`config.mk`:
```
export PLATFORM = sky130hd
export DESIGN_NAME = alu_issue_flat
export DESIGN_NICKNAME = d
export VERILOG_FILES = /design/src/rtl/alu_pkg.sv /design/src/rtl/alu_issue_if.sv /design/src/rtl/alu_issue.sv /design/src/flat_wrapper.sv
export SDC_FILE = /design/constraint.sdc
export NUM_CORES = 1
export LEC_CHECK = 0
export CORE_AREA = 2 2 59 61
export DETAILED_ROUTE_END_ITERATION = 10
export DIE_AREA = 0 0 61 63
export GPL_TIMING_DRIVEN = 0
export PLACE_DENSITY = 0.77
export SYNTH_ARGS = -nofsm -noshare
export SYNTH_HDL_FRONTEND = slang
export SYNTH_SLANG_ARGS = --single-unit
```
`constraint.sdc`:
```
create_clock -name clk -period 1.6 [get_ports clk]
set_input_delay 0.16 -clock clk [delete_from_list [all_inputs] [get_ports clk]]
set_output_delay 0.16 -clock clk [all_outputs]
set_load 0.03 [all_outputs]
```
`src/rtl/alu_pkg.sv`:
```
// Shared types for the ALU issue slice.
// Op encoding and datapath width.
package alu_pkg;

  localparam int DATA_W = 8;

  typedef enum logic [1:0] {
    OP_ADD  = 2'b00,
    OP_SUB  = 2'b01,
    OP_SLT  = 2'b10,
    OP_SHL4 = 2'b11
  } op_e;

endpackage

```
`src/rtl/alu_issue_if.sv`:
```
// Handshake and ALU bus bundle for alu_issue.
// slave = issue block side, master = upstream/downstream/ALU side.
interface alu_issue_if;
  import alu_pkg::*;

  logic              in_valid;
  logic              in_ready;
  op_e               in_op;
  logic [DATA_W-1:0] in_a;
  logic [DATA_W-1:0] in_b;
  logic              in_fwd_a;

  op_e               alu_con;
  logic [DATA_W-1:0] alu_a;
  logic [DATA_W-1:0] alu_b;
  logic [DATA_W-1:0] alu_result;

  logic              out_valid;
  logic              out_ready;
  logic [DATA_W-1:0] out_data;

  modport slave (
    input  in_valid, in_op, in_a, in_b, in_fwd_a,
    output in_ready,
    output alu_con, alu_a, alu_b,
    input  alu_result,
    output out_valid, out_data,
    input  out_ready
  );

  modport master (
    output in_valid, in_op, in_a, in_b, in_fwd_a,
    input  in_ready,
    input  alu_con, alu_a, alu_b,
    output alu_result,
    input  out_valid, out_data,
    output out_ready
  );

endinterface

```
`src/rtl/alu_issue.sv`:
```
// Two-stage issue/result pipeline around an external ALU.
// Define ALU_ISSUE_FWD_EN to forward the last result onto operand A.
module alu_issue
  import alu_pkg::*;
(
  input logic        clk,
  input logic        rst_n,
  alu_issue_if.slave bus
);

  logic              s1_valid;
  op_e               s1_op;
  logic [DATA_W-1:0] s1_a;
  logic [DATA_W-1:0] s1_b;

  logic              s2_valid;
  logic [DATA_W-1:0] s2_data;

  logic              s2_free;
  logic              accept;
  logic              advance;
  logic [DATA_W-1:0] opnd_a;

  assign s2_free      = !s2_valid || bus.out_ready;
  assign bus.in_ready = !s1_valid || s2_free;
  assign accept       = bus.in_valid && bus.in_ready;
  assign advance      = s1_valid && s2_free;

  assign bus.out_valid = s2_valid;
  assign bus.out_data  = s2_data;

  always_ff @(posedge clk or negedge rst_n) begin
    if (!rst_n) begin
      s1_valid <= 1'b0;
      s1_op    <= OP_ADD;
      s1_a     <= '0;
      s1_b     <= '0;
    end else if (accept) begin
      s1_valid <= 1'b1;
      s1_op    <= bus.in_op;
      s1_a     <= bus.in_a;
      s1_b     <= bus.in_b;
    end else if (advance) begin
      s1_valid <= 1'b0;
    end
  end

  always_ff @(posedge clk or negedge rst_n) begin
    if (!rst_n) begin
      s2_valid <= 1'b0;
      s2_data  <= '0;
    end else if (advance) begin
      s2_valid <= 1'b1;
      s2_data  <= bus.alu_result;
    end else if (bus.out_ready) begin
      s2_valid <= 1'b0;
    end
  end

`ifdef ALU_ISSUE_FWD_EN
  logic              s1_fwd;
  logic [DATA_W-1:0] last_result;

  always_ff @(posedge clk or negedge rst_n) begin
    if (!rst_n) begin
      s1_fwd      <= 1'b0;
      last_result <= '0;
    end else begin
      if (accept)  s1_fwd      <= bus.in_fwd_a;
      if (advance) last_result <= bus.alu_result;
    end
  end

  // Muxed at ALU-drive time so a dependent op right behind needs no bubble
  assign opnd_a = s1_fwd ? last_result : s1_a;
`else
  logic unused_fwd;
  assign unused_fwd = bus.in_fwd_a;
  assign opnd_a     = s1_a;
`endif

  always_comb begin
    bus.alu_con = OP_ADD;
    bus.alu_a   = '0;
    bus.alu_b   = '0;
    if (s1_valid) begin
      bus.alu_con = s1_op;
      bus.alu_a   = opnd_a;
      bus.alu_b   = s1_b;
    end
  end

endmodule

```
`src/flat_wrapper.sv`:
```
// flat-port wrapper written by rule: the top's interface ports become plain ports
module alu_issue_flat import alu_pkg::*;
  (clk, rst_n, bus_in_valid, bus_in_op, bus_in_a, bus_in_b, bus_in_fwd_a, bus_in_ready, bus_alu_con, bus_alu_a, bus_alu_b, bus_alu_result, bus_out_valid, bus_out_data, bus_out_ready);
  alu_issue_if bus_i ();
  input logic clk;
  input logic rst_n;
  input wire logic [$bits(bus_i.in_valid)-1:0] bus_in_valid;
  input wire logic [$bits(bus_i.in_op)-1:0] bus_in_op;
  input wire logic [$bits(bus_i.in_a)-1:0] bus_in_a;
  input wire logic [$bits(bus_i.in_b)-1:0] bus_in_b;
  input wire logic [$bits(bus_i.in_fwd_a)-1:0] bus_in_fwd_a;
  output wire logic [$bits(bus_i.in_ready)-1:0] bus_in_ready;
  output wire logic [$bits(bus_i.alu_con)-1:0] bus_alu_con;
  output wire logic [$bits(bus_i.alu_a)-1:0] bus_alu_a;
  output wire logic [$bits(bus_i.alu_b)-1:0] bus_alu_b;
  input wire logic [$bits(bus_i.alu_result)-1:0] bus_alu_result;
  output wire logic [$bits(bus_i.out_valid)-1:0] bus_out_valid;
  output wire logic [$bits(bus_i.out_data)-1:0] bus_out_data;
  input wire logic [$bits(bus_i.out_ready)-1:0] bus_out_ready;
  assign bus_i.in_valid = bus_in_valid;
  assign bus_i.in_op = bus_in_op;
  assign bus_i.in_a = bus_in_a;
  assign bus_i.in_b = bus_in_b;
  assign bus_i.in_fwd_a = bus_in_fwd_a;
  assign bus_in_ready = bus_i.in_ready;
  assign bus_alu_con = bus_i.alu_con;
  assign bus_alu_a = bus_i.alu_a;
  assign bus_alu_b = bus_i.alu_b;
  assign bus_i.alu_result = bus_alu_result;
  assign bus_out_valid = bus_i.out_valid;
  assign bus_out_data = bus_i.out_data;
  assign bus_i.out_ready = bus_out_ready;
  alu_issue u_core (.clk(clk), .rst_n(rst_n), .bus(bus_i));
endmodule
```
==> results.md <==
- Status: finished clean
- Design Power: 0.001877 W
- Comb pwr share: 36.3%
- Peak supply drop: 0.3690 mV
- Commonest cells in the netlist: 28 x dfrtp_1, 18 x and2_1, 16 x mux2_2, 10 x mux2_4, 2 x nand2b_1
- Fin crit period: 1.529 ns
- Gr usage total: 14.68%
- GRT overflow: 0
- # setup viols final: 0
- Max capacitance violation total: 0
- Critical path fanouts, max: 10
- FILL cells: 277
- Area delta synth->final: 50.91%
- Synth cell types: 12
- Post-DP HPWL: 1939 um
- Sw Ratio: 31.31%
- Clock sink count: 28
- Routed WL per cell: 13.37 um
- P per Cell Area: 1004 nW/um^2
- DRC violations left: 0
- Ys async rst share: 100.0%
- Critical-path top delay cell: dfrtp_1
- Dominant cell type by area after synthesis: dfrtp_1
- Total Wirelength: 2541 um
- Crit end category: output port
- Power share of the sequential group: 45.9%
- FF-to-FF Start: u_core.s1_valid$_DFFE_PN0P_
- First-iteration detailed-routing DRC count: 17
- Later-pin clock latency in the skew report: 0.32 ns
- Fmax: 653.8 MHz
- Max incr delay on CP: 0.41 ns
- Yosys top cell area share: 56.57%
- CTS tree: built
- Initial antenna violation count: 0
- Share of cells above drive strength 1: 34.72%
- Max clock buf depth: 2
- Antenna Nets Post-Route: 0
- RD Place Congestion: 0.6845
- Final Util: 57.84%
- Setup Crit Path Kind: reg -> out
- Pint: 0.001289 W
- Mapped cell area: 1239 um^2
- Ports: 59
- Area contributors post-synth: dfrtp_1 57%, mux2_2 15%, mux2_4 12%
- Placed cells: 184
- I/O Buffers: 57
- Root buffer cell: clkbuf_4
- Post-layout net count: 176
- Seq/Total Area, Yosys: 56.57%
- Worst slew pin tran: 0.6088 ns
- WP buf/inv: 2
- Avg Inst Size Synth: 15.29 um^2
- Synthesis Warnings: 0
- Final Skew: 0.002776 ns
- Crit path launch: u_core.s1_valid$_DFFE_PN0P_
- Cell leakage power: 0.8397 nW
- Period utilization: 95.59%
- Ant diodes: 0
- Final Hold Viols: 0
- Core area: 3232 um^2
- Pins Over Slew Limit: 0
- CP delay by family, top: buffers and inverters
- Die Span X: 61 um
- CTS Buf Count: 3
- Initial Util: 38.33%
- Post-DR vias/cell: 4.316
- Slew Limit Headroom: 59.42%
- Hold crit path type: in -> async
- Number of synthesized flops with an enable pin: 0
- Final non-filler cell total: 190
- Worst setup SP type: flip-flop
- Syn nets: 112
- Most used DFF post-synth: dfrtp_1
- Worst EP required: 1.44 ns
- Most common cell in the netlist: dfrtp_1
- Worst Hold Margin: 0.3732 ns
- FP Rows: 21
- Critical path arrival: 1.37 ns
- RSZ-0062 raised after global routing: no
- Vias in the first global route: 873
- Initial DRT Pass Iterations: 2
- First-pass GRT wire length: 4098 um
- Die Y: 63 um
- Cells after synthesis: 81
- Clk slew on worst S/H paths: 0.14 ns
- Switching pwr: 0.0005878 W
- Via count: 820
- Largest net degree at the start of global routing: 29
- Clock power frac: 17.8%
- Final WS setup: 0.07054 ns
- Dpl ws: -0.3905 ns
- Critical path cell sequence: clkbuf_8 > and2_1 > clkdlybuf4s15_1
- CTS H-tree depth: 1
- Post-synthesis register bit count: 28
- Area of the die: 3843 um^2
[final timing paths]
| path | to | slack (ns) | depth (start not counted) |
|---|---|---|---|
| worst max-delay path | bus_alu_a[7] | 0.07 | 3 |
| worst min-delay path | u_core.s1_b[2]$_DFFE_PN0P_ | 0.37 | 2 |
| worst max register to register | u_core.opnd_a[5]$_DFFE_PN0P_ | 0.27 | 5 |
| worst min register to register | u_core.s1_op[1]$_DFFE_PN0P_ | 0.52 | 1 |
| max in group asynchronous | u_core.bus.out_valid$_DFFE_PN0P_ | 0.83 | 2 |
| min in group clk | u_core.opnd_a[7]$_DFFE_PN0P_ | 0.44 | 2 |
[through the flow]
| stage | area (um^2) | setup TNS, ns |
|---|---|---|
| floorplan | 1239 | 0 |
| global placement | 1867 | -5.427 |
| detailed placement | 1867 | -6.397 |
| CTS | 1861 | 0 |
| finish | 1869 | 0 |
| global route | 1869 | 0 |
[registers in the layout (all words and copies together), names as in the netlist]
name,flops
u_core.bus.out_data,8
u_core.s1_b,8
u_core.opnd_a,8
u_core.bus.out_valid,1
u_core.s1_valid,1
u_core.s1_op,2
[kinds of logic (layout without fill, tap and decap cells)]
group	after synthesis	after routing	synth area share, %
mux	26	26	26.67
buf+inv	3	66	2.323
simple gates	24	24	14.45
flops	28	28	56.57
[layer usage]
layer	vias up	global-route usage [%]	share of wire, %
met2	33	25.00	50
met5	-	0	0
met4	0	6.522	1.9
met3	4	2.484	6.1
li1	396	-	-
met1	387	17.51	42
[cell type report]
class | count | area [um^2] | area share (%)
clock buffer | 4 | 36.28 | 1.941
multi-input combinational | 50 | 509.2 | 27.24
buffer | 3 | 41.29 | 2.209
timing repair buffer | 59 | 524.3 | 28.05
tap | 46 | 57.56 | 3.079
sequential | 28 | 700.7 | 37.48
[worst register-to-register path: cells and delay by family (launching register included)]
family	cells	cell delay, ns
flops	1	0.41
buf+inv	2	0.32
mux	1	0.30
simple gates	2	0.20
[power groups by stage]
stage | Combinational [W] | Sequential [W] | Clock [W]
floorplan | 0.000346 | 0.000941 | 0
global placement | 0.000719 | 0.000870 | 0
detailed placement | 0.000727 | 0.000880 | 0
CTS | 0.000684 | 0.000863 | 0.000348
global route | 0.000726 | 0.000876 | 0.000378
finish | 0.000681 | 0.000862 | 0.000334
[cell usage in the layout, fill, tap and decap left out, drive strengths merged]
cell type / count
mux2: 26
clkbuf: 7
or2b: 1
nand2: 2
clkdlybuf4s50: 36
nand3b: 1
nand2b: 2
buf: 14
dfrtp: 28
clkdlybuf4s15: 7
and2: 18
dlygate4sd2: 1
dlygate4sd3: 1
[repair_timing]
item,in CTS,in global routing
hold buffers,0,1
endpoints found under the setup margin,20,18
setup buffers,1,0
resized for setup,64,14
pin swaps,0,0
hold endpoints to repair,0,28
(Power assumes the default switching activity.)
==> variant 1: new RTL, config.mk and constraints unchanged <==
The package constant `DATA_W` goes from 8 to 6.
--- a/src/rtl/alu_pkg.sv
+++ b/src/rtl/alu_pkg.sv
@@ -2,7 +2,7 @@
 // Op encoding and datapath width.
 package alu_pkg;
 
-  localparam int DATA_W = 8;
+  localparam int DATA_W = 6;
 
   typedef enum logic [1:0] {
     OP_ADD  = 2'b00,
Interface: changed (6 resized); port bits go from 59 to 47. No check against the original RTL was run, so the function may have changed too.
==> variant 1 against the original RTL <==
Design area shrank 20%; sequential cell count decreased by 6; critical endpoint is now bus_out_data[5]; register-to-register slack improved by 50 ps; sequential share of layout area down 0.39 points; routed wire length shrank 17%; setup slack improved by 2.4 ps; global-route usage decreased by 2.0 points; synthesized area fell by 21%; total power is 13% lower; synthesized cell count down 21%; combinational power shrank 23%; utilization shrank 12 points.
==> variant 1: results (changes against the original RTL) <==
Reg2Reg Depth=4 (-1); DRT iter0 DRCs=12 (-5); flop2flop setup slack=320 ps (+50 ps); Synth Area in Adders=0 (unchanged); DR vias/cell=4.21 (-2.4%); Synth Area in XOR/XNOR=0 (unchanged); synth cell count leaders=dfrtp_1, and2_1, mux2_2, mux2_4, nand2b_1; fin nets=139 (-21%); Syn Area/Cell=15.3 um^2 (about the same); crit-path leading delay family=buffers and inverters; Max clock buf depth=2 (unchanged); placer congestion estimate=0.718 (+4.9%); CTS Buf Count=3 (unchanged); Net Sw Power=0.000478 W (-19%); # port buffers=45 (-21%); worst skew pair latency=a little over 300 ps; Yosys cell types=11 (-1); layout cells sized above 1=0.345 (-0.00209); maximum vdd ir drop=0.000478 V (+29%); Layout Cells excl Fill=159 (-16%); outcome=finished, final reports clean; Area contributors post-synth=dfrtp_1, mux2_4, mux2_2; clk root buf=clkbuf_4; cell leakage power=0.682 nW (-19%); ANT cells=0 (unchanged); crit path max fanout=2 (-8); vias in the first global route=730 (-16%); GR Util All Layers=0.126 (-0.0203); largest net degree at the start of global routing=23 (-21%); Clock Skew=13.5 ps (+10.7 ps); DP Wirelength=1.66 mm (-14%); Worst slew margin=0.330 (-0.264); Data arrival, critical path=1370 ps (about the same); FF-to-FF End=u_core.s1_b[3]$_DFFE_PN0P_; net count after synthesis=89 (-21%); crit-path max cell delay=680 ps (+270 ps); RR Startpoint=u_core.s1_valid$_DFFE_PN0P_; post-synthesis compound-gate area fraction=0 (unchanged); first-pass GRT wire length=3.56 mm (-13%); drt total wl=2.11 mm (-17%); ys flop type=dfrtp_1; fraction of registers with async set/reset=1.00 (unchanged); number of H-tree levels=1 (unchanged); post-synthesis mux area share=0.268 (+0.00153); clock-pin slew on the worst setup and hold paths=roughly 130 ps; sequential fraction of the synthesis area=0.562 (-0.00372); top-count cell post-synth=dfrtp_1; Synthesis Warnings=0 (unchanged); Max stage delay cell, worst path=clkdlybuf4s50_1; buffer count from post-CTS setup fixing=0 (-1); drt first pass iters=4 (+2); worst min path class=in2async
variant 1: cell types whose count changed in the layout (fill, tap and decap cells not counted), moves of 2 or more:
cell | before | now
and2_1 | 18 | 14
buf_4 | 3 | 1
clkbuf_2 | 2 | 0
clkbuf_8 | 2 | 0
clkdlybuf4s15_1 | 7 | 0
clkdlybuf4s50_1 | 36 | 29
dfrtp_1 | 28 | 21
dlygate4sd2_1 | 1 | 6
mux2_2 | 16 | 10
variant 1: worst max-delay path by stage:
| stage | from | endpoint | slack (ps) |
|---|---|---|---|
| after floorplan | u_core.bus.out_valid$_DFFE_PN0P_ | u_core.opnd_a[0]$_DFFE_PN0P_ | 140 |
| after global placement | u_core.s1_valid$_DFFE_PN0P_ | bus_alu_a[0] | -210 |
| after detailed placement | u_core.s1_valid$_DFFE_PN0P_ | bus_alu_a[5] | -260 |
| after CTS | u_core.s1_valid$_DFFE_PN0P_ | bus_alu_a[1] | 10 |
| after global routing | u_core.bus.out_data[1]$_DFFE_PN0P_ | bus_out_data[1] | 20 |
| final | u_core.bus.out_data[5]$_DFFE_PN0P_ | bus_out_data[5] | 70 |
variant 1: layout make-up:
| type | instances | area [um^2] |
|---|---|---|
| buffer | 2 | 27.5 |
| clock buffer | 3 | 22.5 |
| clock inverter | 1 | 30.0 |
| fill | 332 | 1740 |
| multi-input combinational | 40 | 405 |
| sequential | 22 | 552 |
| tap | 46 | 57.6 |
| timing repair buffer | 45 | 393 |
variant 1: power groups by stage:
stage	Combinational (W)	Clock (W)	Sequential, W
after floorplan	0.000274	0	0.000738
after global placement	0.000563	0	0.000688
after detailed placement	0.000573	0	0.000694
after CTS	0.000549	0.000436	0.000683
after global routing	0.000552	0.000463	0.000694
final	0.000523	0.000422	0.000682
variant 1: routing by layer:
layer,part of all wire,wire [um],up-vias,track usage
li1,-,-,313,-
met1,0.38,812,336,0.151
met2,0.56,1190,19,0.223
met3,0.040,84,2,0.0145
met4,0.013,27,0,0.0489
met5,0,0,-,0
variant 1: metrics by stage:
| step | worst slack, ps | hold WS (ps) | instance area (um^2) | setup TNS, ps | total power, W |
|---|---|---|---|---|---|
| floorplan | 137 | -136 | 980 | 0 | 0.00101 |
| global placement | -212 | 484 | 1490 | -2020 | 0.00125 |
| finish | 72.9 | 383 | 1490 | 0 | 0.00163 |
| CTS | 12.0 | 425 | 1540 | 0 | 0.00167 |
| global route | 17.1 | 424 | 1490 | 0 | 0.00171 |
| detailed placement | -260 | 490 | 1490 | -2250 | 0.00127 |
variant 1: repair_timing:
item | 4_1_cts | 5_1_grt
pin swaps | 0 | 0
resized for setup | 43 | 17
setup endpoints to repair | 16 | 8
==> variant 2: new RTL, config.mk and constraints unchanged <==
Without the edit above. Build with the macro `ALU_ISSUE_FWD_EN` defined.
--- a/src/rtl/alu_issue.sv
+++ b/src/rtl/alu_issue.sv
@@ -1,5 +1,7 @@
 // Two-stage issue/result pipeline around an external ALU.
 // Define ALU_ISSUE_FWD_EN to forward the last result onto operand A.
+`define ALU_ISSUE_FWD_EN
+
 module alu_issue
   import alu_pkg::*;
 (
Behaviour: not the same (a bounded check fails within 4 cycles, from zero or initial values and one cycle with rst_n low).
==> variant 2 against the original RTL <==
Routed wire length increased by 12%; via count increased by 17%; sequential power increased by 5.0%; synthesized area up 9.8%; global-route usage is 1.9 points higher; total power grew 12%; design area is 7.5% higher; cell count is 8.9% higher; setup slack worse by 11 ps; sequential cell count up 1; combinational power up 14%; worst hold slack better by 9.9 ps; critical path type unchanged; largest cell class unchanged; largest power group unchanged.
==> variant 2: results (changes against the original RTL) <==
Synthesis Warnings=0 (unchanged); Place WS=-353 ps (+37.7 ps); Clock Skew=4.84 ps (+2.06 ps); Area contributors post-synth=dfrtp_1, mux2_2, mux2_4; Yosys cell types=15 (+3); GR Util All Layers=0.165 (+0.0185); number of H-tree levels=2 (+1); outcome=finished, final reports clean; first-pass GRT wire length=4.62 mm (+13%); layout cells sized above 1=0.385 (+0.0379); cell leakage power=0.962 nW (+15%); placer congestion estimate=0.718 (+4.9%); Synth Instances=92 (+14%); worst min path class=in2async; buffer count from post-CTS setup fixing=2 (+1); sequential fraction of the synthesis area=0.534 (-0.0321); grt met2 use=0.262 (+0.0121); ys flop type=dfrtp_1; fin nets=191 (+8.5%); final count of hold timing violations=0 (unchanged); vias in the first global route=1,006 (+15%); Data arrival, critical path=1380 ps; clock-pin slew on the worst setup and hold paths=90 ps (-50 ps); routed vias=959 (+17%); largest net degree at the start of global routing=30 (+3.4%); drt first pass iters=4 (+2); crit path max fanout=3 (-7); Layout Cells excl Fill=207 (+8.9%); net count after synthesis=123 (+9.8%); # port buffers=58 (+1.8%); worst skew pair latency=330 ps; Max stage delay cell, worst path=clkdlybuf4s50_1; Max clock buf depth=2 (unchanged); DP Wirelength=2.09 mm (+7.8%); synth cell count leaders=dfrtp_1, mux2_2, and2_1, mux2_4; crit-path leading delay family=buffers and inverters; crit-path max cell delay=680 ps (+270 ps); dpl cell area=2000 um^2 (+7.0%); ANT cells=0 (unchanged); drt total wl=2.85 mm (+12%); fill count=285 (+2.9%); clk root buf=clkbuf_4; Slew @ Worst Pin=614 ps (+5.44 ps); initial antenna violation count=0 (unchanged); fraction of registers with async set/reset=1.00 (unchanged); M1 GR Usage=0.196 (+0.0209); maximum vdd ir drop=0.000509 V (+38%); CTS Buf Count=5 (+2); Post-CTS Resized=94 (+47%); Placed Instances=196 (+6.5%); GR Layer Usage met3=0.0787 (+0.0538); DRT iter0 DRCs=25 (+8)
==> variant 2: cell types whose count changed in the layout (fill, tap and decap cells not counted), sizes merged <==
cell	delta
and2	-8
buf	+10
clkdlybuf4s15	-6
clkdlybuf4s50	-3
clkinv	+2
dfrtp	+1
dlymetal6s2s	+4
mux2	+1
mux2i	+8
nor2b	+8
==> variant 2: final cells by class <==
class	instances	area, um^2	area share
clock buffer	6	41.3	0.0205
multi-input combinational	59	601	0.299
tap	46	57.6	0.0286
sequential	29	726	0.361
buffer	4	52.6	0.0262
clock inverter	2	10.0	0.00498
timing repair buffer	61	522	0.260
==> variant 2: final timing paths <==
| kind | end | slack, ps | from | depth (start not counted) |
|---|---|---|---|---|
| worst max-delay path | bus_out_data[5] | 60 | u_core.bus.out_data[5]$_DFFE_PN0P_ | 1 |
| worst min-delay path | u_core.bus.out_data[3]$_DFFE_PN0P_ | 380 | rst_n | 2 |
| worst max register to register | u_core.s1_a[0]$_DFFE_PN0P_ | 280 | u_core.s1_valid$_DFFE_PN0P_ | 5 |
| worst min register to register | u_core.s1_b[3]$_DFFE_PN0P_ | 510 | u_core.s1_b[3]$_DFFE_PN0P_ | 1 |
| max in group asynchronous | u_core.s1_valid$_DFFE_PN0P_ | 810 | rst_n | 2 |
| min in group clk | u_core.s1_b[1]$_DFFE_PN0P_ | 440 | bus_in_b[1] | 2 |
==> variant 2: where the power goes <==
group          internal [W]  switching, W
clock              0.000167      0.000248
combinational      0.000376      0.000403
sequential         0.000841     0.0000637
==> variant 2: routing by layer <==
metal | up-vias | routed length, um
li1 | 447 | -
met1 | 458 | 1220
met2 | 50 | 1330
met3 | 4 | 273
met4 | 0 | 34
met5 | - | 0
==> variant 2: kinds of logic after synthesis <==
logic type / share of synthesized area
mux: 0.310
flops: 0.534
simple gates: 0.132
buf+inv: 0.0248
